==> src/rtl/scan_pkg.sv <==
// Shared types and constants for the mux scan sequencer: FSM states,
// default frame header bytes and the mux address width.
package scan_pkg;

  localparam int ADDR_W = 6;
  localparam int ADC_W  = 12;
  localparam int BYTE_W = 8;

  localparam logic [BYTE_W-1:0] HDR0_DEF     = 8'hAA;
  localparam logic [BYTE_W-1:0] HDR1_DEF     = 8'h55;
  localparam logic [BYTE_W-1:0] TIMEOUT_BYTE = 8'hFF;

  typedef enum logic [3:0] {
    ST_IDLE,
    ST_HDR0,
    ST_HDR1,
    ST_SETTLE,
    ST_CONV,
    ST_WAIT,
    ST_PUSH,
    ST_CKSUM,
    ST_DONE
  } state_e;

  // States that own a pending FIFO byte in wr_data.
  function automatic logic is_write_state(input state_e s);
    return (s == ST_HDR0) || (s == ST_HDR1) || (s == ST_PUSH) || (s == ST_CKSUM);
  endfunction

endpackage

==> src/rtl/flag_sync_edge.sv <==
// Two-flop synchronizer for an asynchronous level input followed by a
// single-cycle falling-edge pulse. Reusable for any front-panel input.
module flag_sync_edge #(
  parameter logic IDLE_LEVEL = 1'b1
) (
  input  logic clk,
  input  logic rst_n,
  input  logic async_i,
  output logic fall_o
);

  logic meta_q;
  logic sync_q;
  logic prev_q;

  // NOTE: all three flops reset to the idle level of the input, so leaving
  // reset with the line at rest can never fabricate an edge. Sequential state
  // is updated with <= so the chain shifts by exactly one stage per clock.
  always_ff @(posedge clk or negedge rst_n) begin
    if (!rst_n) begin
      meta_q <= IDLE_LEVEL;
      sync_q <= IDLE_LEVEL;
      prev_q <= IDLE_LEVEL;
    end else begin
      meta_q <= async_i;
      sync_q <= meta_q;
      prev_q <= sync_q;
    end
  end

  // Both operands are flops, so the pulse is glitch-free.
  assign fall_o = prev_q & ~sync_q;

endmodule

==> src/rtl/mux_scan_sequencer.sv <==
// Scans one frame across the mux tree: settle, convert, capture, and push
// header + samples + checksum bytes into the UART TX FIFO.
module mux_scan_sequencer
  import scan_pkg::*;
#(
  parameter int          N_CH       = 48,
  parameter int          SETTLE_CYC = 500,
  parameter int          ADC_TO_CYC = 4096,
  parameter logic [7:0]  HDR0       = HDR0_DEF,
  parameter logic [7:0]  HDR1       = HDR1_DEF
) (
  input  logic              clk,
  input  logic              reset_n,
  input  logic              flag,
  output logic [ADDR_W-1:0] addr,
  output logic              adc_start,
  input  logic              adc_done,
  input  logic [ADC_W-1:0]  adc_data,
  output logic              wr_en,
  output logic [BYTE_W-1:0] wr_data,
  input  logic              full,
  output logic              busy,
  output logic              frame_done,
  output logic              to_err
);

  // One down-counter serves both the settle delay and the ADC timeout.
  localparam int CNT_MAX = (SETTLE_CYC > ADC_TO_CYC) ? SETTLE_CYC : ADC_TO_CYC;
  localparam int CNT_W   = $clog2(CNT_MAX + 1);

  localparam logic [CNT_W-1:0]  SETTLE_LD = CNT_W'(SETTLE_CYC - 1);
  localparam logic [CNT_W-1:0]  TO_LD     = CNT_W'(ADC_TO_CYC - 1);
  localparam logic [ADDR_W-1:0] LAST_CH   = ADDR_W'(N_CH - 1);

  state_e              state_q;
  logic [ADDR_W-1:0]   ch_q;
  logic [CNT_W-1:0]    cnt_q;
  logic [BYTE_W-1:0]   cksum_q;
  logic [BYTE_W-1:0]   wr_data_q;
  logic                adc_start_q;
  logic                busy_q;
  logic                frame_done_q;
  logic                to_err_q;

  logic                start_pulse;
  logic                wr_fire;
  logic [BYTE_W-1:0]   cksum_next;
  logic                unused_adc_lsbs;

  flag_sync_edge #(
    .IDLE_LEVEL (1'b1)
  ) u_flag_sync (
    .clk     (clk),
    .rst_n   (reset_n),
    .async_i (flag),
    .fall_o  (start_pulse)
  );

  // NOTE: wr_en is the only output not taken straight from a flop: it must
  // drop in the same cycle full rises, so the pending byte is gated by full
  // combinationally instead of waiting a clock to notice backpressure.
  assign wr_fire    = is_write_state(state_q) && !full;
  assign cksum_next = cksum_q + wr_data_q;

  // The ADC's four LSBs are below the byte resolution carried in the frame.
  assign unused_adc_lsbs = ^adc_data[3:0];

  always_ff @(posedge clk or negedge reset_n) begin
    if (!reset_n) begin
      state_q      <= ST_IDLE;
      ch_q         <= '0;
      cnt_q        <= '0;
      cksum_q      <= '0;
      wr_data_q    <= '0;
      adc_start_q  <= 1'b0;
      busy_q       <= 1'b0;
      frame_done_q <= 1'b0;
      to_err_q     <= 1'b0;
    end else begin
      adc_start_q  <= 1'b0;
      frame_done_q <= 1'b0;

      unique case (state_q)
        ST_IDLE: begin
          if (start_pulse) begin
            state_q   <= ST_HDR0;
            busy_q    <= 1'b1;
            to_err_q  <= 1'b0;
            ch_q      <= '0;
            cksum_q   <= '0;
            wr_data_q <= HDR0;
          end
        end

        ST_HDR0: begin
          if (wr_fire) begin
            state_q   <= ST_HDR1;
            wr_data_q <= HDR1;
          end
        end

        ST_HDR1: begin
          if (wr_fire) begin
            state_q <= ST_SETTLE;
            cnt_q   <= SETTLE_LD;
          end
        end

        ST_SETTLE: begin
          if (cnt_q == '0) begin
            state_q     <= ST_CONV;
            adc_start_q <= 1'b1;
          end else begin
            cnt_q <= cnt_q - CNT_W'(1);
          end
        end

        ST_CONV: begin
          state_q <= ST_WAIT;
          cnt_q   <= TO_LD;
        end

        ST_WAIT: begin
          if (adc_done) begin
            state_q   <= ST_PUSH;
            wr_data_q <= adc_data[ADC_W-1 -: BYTE_W];
          end else if (cnt_q == '0) begin
            state_q   <= ST_PUSH;
            wr_data_q <= TIMEOUT_BYTE;
            to_err_q  <= 1'b1;
          end else begin
            cnt_q <= cnt_q - CNT_W'(1);
          end
        end

        ST_PUSH: begin
          if (wr_fire) begin
            cksum_q <= cksum_next;
            if (ch_q == LAST_CH) begin
              state_q   <= ST_CKSUM;
              wr_data_q <= cksum_next;
            end else begin
              state_q <= ST_SETTLE;
              ch_q    <= ch_q + ADDR_W'(1);
              cnt_q   <= SETTLE_LD;
            end
          end
        end

        ST_CKSUM: begin
          if (wr_fire) begin
            state_q      <= ST_DONE;
            busy_q       <= 1'b0;
            frame_done_q <= 1'b1;
          end
        end

        ST_DONE: begin
          state_q <= ST_IDLE;
          ch_q    <= '0;
        end

        default: state_q <= ST_IDLE;
      endcase
    end
  end

  assign addr       = ch_q;
  assign adc_start  = adc_start_q;
  assign wr_en      = wr_fire;
  assign wr_data    = wr_data_q;
  assign busy       = busy_q;
  assign frame_done = frame_done_q;
  assign to_err     = to_err_q;

endmodule

==> config.mk <==
export PLATFORM = sky130hd
export DESIGN_NAME = mux_scan_sequencer
export DESIGN_NICKNAME = d
export VERILOG_FILES = /design/src/rtl/scan_pkg.sv /design/src/rtl/flag_sync_edge.sv /design/src/rtl/mux_scan_sequencer.sv
export SDC_FILE = /design/constraint.sdc
export NUM_CORES = 1
export LEC_CHECK = 0
export ABC_CLOCK_PERIOD_IN_PS = 5900
export BUFFER_PORTS_ARGS = -buffer_cell sky130_fd_sc_hd__clkbuf_2
export CAP_MARGIN = 5
export CORE_MARGIN = 2
export CORE_UTILIZATION = 63
export DETAILED_ROUTE_END_ITERATION = 8
export PLACE_DENSITY = 0.86
export SYNTH_ARGS = -nofsm -noshare
export SYNTH_HDL_FRONTEND = slang
export SYNTH_SLANG_ARGS = --single-unit
==> constraint.sdc <==
create_clock -name clk -period 5.9 [get_ports clk]
set_input_delay 0 -clock clk [delete_from_list [all_inputs] [get_ports clk]]
set_output_delay 0 -clock clk [all_outputs]
set_load 0.03 [all_outputs]
After elaboration in Yosys (flattened, before gate mapping)
Cells that the tools add are included.
{ "totals": {"mem_count": 0, "ff_bits": 46, "latchBits": 0, "elab_cells": 98, "romBits": 0, "ramBits": 0} }
{ "classes": {"n_div": 0, "eq_ne": 20, "reduce_logical": 20, "n_lt_le_gt_ge": 0, "muxes": 41, "bitwise": 2, "mul": 0, "shifts": 0, "addsub": 3} }
{ "ops": {"columns": ["operator", "n"], "rows": [
  ["$mux 13", 5],
  ["$pmux 13 s5", 1],
  ["$mux 8", 8],
  ["$mux 4", 8],
  ["$pmux 4 s8", 1],
  ["$pmux 8 s4", 1],
  ["$mux 6", 3],
  ["$ne 2x2->1 const B", 9],
  ["$pmux 6 s3", 1],
  ["$eq 4x3->1 const B", 4],
  ["$pmux 8 s2", 1],
  ["$logic_not 13->1", 1],
  ["$sub 13x1->13 const B", 1],
  ["$mux 1", 9],
  ["$add 8x8->8", 1],
  ["$eq 4x2->1 const B", 2],
  ["$reduce_and 4->1", 2],
  ["$reduce_and 7->1", 1],
  ["$add 6x1->6 const B", 1],
  ["$eq 6x6->1 const B", 1],
  ["$reduce_and 3->1", 2],
  ["$reduce_and 6->1", 1],
  ["$reduce_bool 2->1", 3],
  ["$reduce_and 5->1", 1],
  ["15 further kinds", 18]
]} }

Logic depth before layout (Yosys ltp)
{ "depth": {"depth_word": 7, "depth_mapped": 9, "ltp_nobuf": 7} }

Hierarchy
Synthesis repeated with hierarchy kept, for this count alone.
{ "unflattened": {"hier_cells": 312, "area_unflattened_um2": 2816.5} }
{ "by_module_without_submodules": {"columns": ["mod", "cells_each", "area_each_um2", "instances", "seq_area_each_um2"], "rows": [
  ["mux_scan_sequencer", 308, 2723.9, 1, 1076.0],
  ["flag_sync_edge", 4, 92.6, 1, 78.8]
]} }

Worst setup path before layout
No wires, ideal clock.
{ "synth_path": {"kind": "register to register", "startpoint": "register cnt_q[0]", "endpoint": "register wr_data_q[3], in the netlist wr_data[3]", "path_stages_with_launch": 10, "arrival_ns": 2.517, "setup_ns": 0.125, "n_path_buf": 2, "synth_period_minus_slack_ns": 2.642, "t_required_ns": 5.775, "setup_slack_ns": 3.258, "cell_sequence": "dfrtp_1 > inv_1 > ha_1 > or4b_4 > or4_1 > buf_2 > a21boi_4 > and3_1 > buf_6 > mux2_4"} }
{ "synth_between": {"elab_chain_cells": 3} }
{ "synth_rtl": {"columns": ["element", "line", "text"], "rows": [
  ["start: declaration", "mux_scan_sequencer.sv:37", "logic [CNT_W-1:0] cnt_q;"],
  ["start signal: assignment", "mux_scan_sequencer.sv:114", "cnt_q <= cnt_q - CNT_W'(1);"],
  ["start signal: assignment", "mux_scan_sequencer.sv:132", "cnt_q <= cnt_q - CNT_W'(1);"],
  ["$logic_not 13->1", "mux_scan_sequencer.sv:127", "end else if (cnt_q == '0) begin"],
  ["$ne 3x3->1 (no source line)", null, null],
  ["$reduce_and 6->1 (no source line)", null, null],
  ["end signal: assignment", "mux_scan_sequencer.sv:126", "wr_data_q <= adc_data[ADC_W-1 -: BYTE_W];"],
  ["end signal: assignment", "mux_scan_sequencer.sv:141", "wr_data_q <= cksum_next;"],
  ["end: declaration", "mux_scan_sequencer.sv:39", "logic [BYTE_W-1:0] wr_data_q;"]
]} }
No other way between the ends.
A chain may end at the register's enable or synchronous reset.

Worst setup path in the final report
{ "layout_path": {"startpoint": "register cnt_q[1]", "endpoint": "register wr_data_q[4], in the netlist wr_data[4]"} }
The elaborated chain is that of the path after synthesis.

==> results.sh <==
export IMPL_status="finished clean"
export IMPL_worst_pin_slew_ns=0.867
export IMPL_synthTopCellsByArea="dfrtp_1 (38%), o21ai_0 (5.2%), ha_1 (3.9%)"
export IMPL_wl_per_cell_um=17.9
export IMPL_n_antenna_cell=0
export IMPL_min_period_ns=3.09
export IMPL_hold_viol=0
export IMPL_async_reset_ff_frac=1.00
export IMPL_die_area_um2=5100
export IMPL_start_util=0.657
export IMPL_whs_path_depth=2
export IMPL_clock_sinks=46
export IMPL_cts_root_buf="clkbuf_8"
export IMPL_grt_max_degree=47
export IMPL_dr_total_vias=2634
export IMPL_nets=362
export IMPL_p_leak_nw=1.39
export IMPL_power_density_nw_per_um2=365
export IMPL_synth_common_cells="dfrtp_1 (43), o21ai_0 (30), nor2_1 (22)"
export IMPL_worst_r2r_path_depth=7
export IMPL_dp_worst_setup_slack_ns=2.86
export IMPL_yosysWarnings=0
export IMPL_top_layer="met4"
export IMPL_synth_flop_cell="dfrtp_1"
export IMPL_crit_fanout=8
export IMPL_cpPeakStageDelay_ns=0.71
export IMPL_required_ns=6.09
export IMPL_ios=36
export IMPL_arrival_ns=3.28
export IMPL_h_tree_depth=2
export IMPL_yosysMostFrequentCell="dfrtp_1"
export IMPL_ys_ff_latch=46
export IMPL_grt_first_pass_wirelength_um=11500
export IMPL_seq_area_frac_synth=0.404
export IMPL_via_per_inst=6.79
export IMPL_cp_slowest_cell="or4_1"
export IMPL_grt_usage=0.285
export IMPL_core_area_um2=4350
export IMPL_period_share=0.523
export IMPL_hold_path_class="in2reg"
export IMPL_wl_met3_um=507
export IMPL_routed_wl_um=6950
export IMPL_drt_iter0_markers=239
export IMPL_synth_avg_cell_area_um2=9.29
export IMPL_first_global_vias=2386
export IMPL_route_detailed_drc=0
export IMPL_cts_setup_buffers=0
export IMPL_synth_top_area_frac=0.376
export IMPL_setup_viol=0
export IMPL_path_cells="inv_1, ha_1, or4b_4, or4_1, a21boi_4, and3_1, mux2_4"
export IMPL_grt_ovfl_total=0
export IMPL_area_growth_pct=9.49
export IMPL_clock_path_buffers=2
export IMPL_syn_num_nets=335
export IMPL_rows=24
export IMPL_routed_wl_met2_um=3430
export IMPL_place_hpwl_um=4760
export IMPL_synth_top_area_cell="dfrtp_1"
export IMPL_startpoint_type="flop"
export IMPL_relSlewSlack=0.420
export IMPL_insertion_delay_ns=0.31
export IMPL_fp_dieW_um=71.4
export IMPL_fin_tns_setup_ns=0
export IMPL_peakVddDrop_mv=0.217
export IMPL_drive_gt1_frac=0.161
export IMPL_clk_pin_slew_ns=0.08
export IMPL_ctsResizeCount=0
export IMPL_drt_met1_wl_um=2950
export IMPL_max_freq_mhz=324
export IMPL_end_kind="flop"
export IMPL_cts_inserted_buffers=5
export IMPL_synth_edf_count=0
export IMPL_portBuffers=31
export IMPL_synth_area_um2=2860
export IMPL_antenna_found_initial=0
export IMPL_cts_tree="done"
export IMPL_first_pass_iters=7
export IMPL_fin_ws_ns=2.81
export IMPL_synth_cell_types=61
export IMPL_syn_instance_count=308
export IMPL_rsz0062_at_grt="false"
export IMPL_cap_violations=0
export IMPL_holdBufCountCts=4
export IMPL_maxSlewViolCount=0
export IMPL_worst_clock_skew_ns=0.0135
export IMPL_ant_nets=0
export IMPL_finalWeightedCongestion=0.891
export IMPL_path_class="reg2reg"
export IMPL_die_h_um=71.4
==> cell families (layout without fill, tap and decap cells) <==
family / after synthesis / in the layout / share of synthesized area
adders and majority gates: 10 / 10 / 0.0464
buffers and inverters: 23 / 51 / 0.0385
DFF: 46 / 46 / 0.404
AOI/OAI and AO/OA: 104 / 104 / 0.252
muxes: 9 / 9 / 0.0354
xor gates and xnor gates: 4 / 4 / 0.0122
and+or+nand+nor: 112 / 112 / 0.211
==> state kept, by name (all words and copies together), names as in the netlist <==
signal,flops
cnt_q,13
cksum_q,8
wr_data,8
addr,6
state_q,4
adc_start,1
busy,1
frame_done,1
to_err,1
u_flag_sync.meta_q,1
u_flag_sync.prev_q,1
u_flag_sync.sync_q,1
==> critical path, delay by kind of cell (launching register included) <==
family / cells / cell delay [ns]
simple gates: 3 / 1.67
flops: 1 / 0.39
mux: 1 / 0.33
compound gates: 1 / 0.28
fa+ha+maj: 1 / 0.21
buf+inv: 1 / 0.09
==> worst paths after layout <==
| check | start | slack (ns) | endpoint |
|---|---|---|---|
| worst max register to register | cnt_q[1] | 2.81 | wr_data[4] |
| worst min-delay path | full | 0.04 | state_q[3] |
| worst min register to register | u_flag_sync.sync_q | 0.35 | u_flag_sync.prev_q |
| worst max-delay path | cnt_q[1] | 2.81 | wr_data[4] |
| max in group asynchronous | reset_n | 5.18 | wr_data[5] |
| min in group asynchronous | reset_n | 0.31 | cnt_q[7] |
==> cells in the final DEF, fill, tap and decap left out, types with 8 or more instances in the layout <==
cell / n
nor3_1: 15
dfrtp_1: 43
o21ai_0: 30
a21oi_1: 15
nor2_1: 22
nand2b_1: 8
nand3_1: 10
ha_1: 9
clkbuf_2: 31
nand2_1: 20
a31oi_1: 13
==> metrics by stage <==
stage / power (mW) / hold WS [ns] / util / area, µm² / cells
6_report: 1.14 / 0.0379 / 0.719 / 3130 / 388
4_1_cts: 1.13 / 0.0245 / 0.719 / 3130 / 388
5_1_grt: 1.21 / 0.0403 / 0.719 / 3130 / 388
3_3_place_gp: 0.920 / 0.0894 / 0.691 / 3010 / 376
2_1_floorplan: 0.827 / -0.296 / - / 2860 / 308
3_5_place_dp: 0.937 / 0.0896 / 0.691 / 3010 / 376
==> where the power goes <==
group	total (mW)	switching (mW)	internal, mW
Sequential	0.438	0.0738	0.364
Clock	0.193	0.109	0.0841
Combinational	0.512	0.320	0.193
==> metal layers <==
layer  global-route usage  vias up
li1                     -     1221
met1                0.396     1275
met2                0.457      127
met3               0.0647       11
met4               0.0734        0
met5                    0        -
==> area by class of cell <==
cell class / count / area (µm²)
Tap cell: 52 / 65.1
Timing Repair Buffer: 37 / 210
Clock buffer: 7 / 76.3
Inverter: 6 / 22.5
Sequential cell: 46 / 1150
Multi-Input combinational cell: 239 / 1600
Fill cell: 317 / 1220
Clock inverter: 1 / 7.51
No activity file was read; power rests on OpenSTA's default activity.
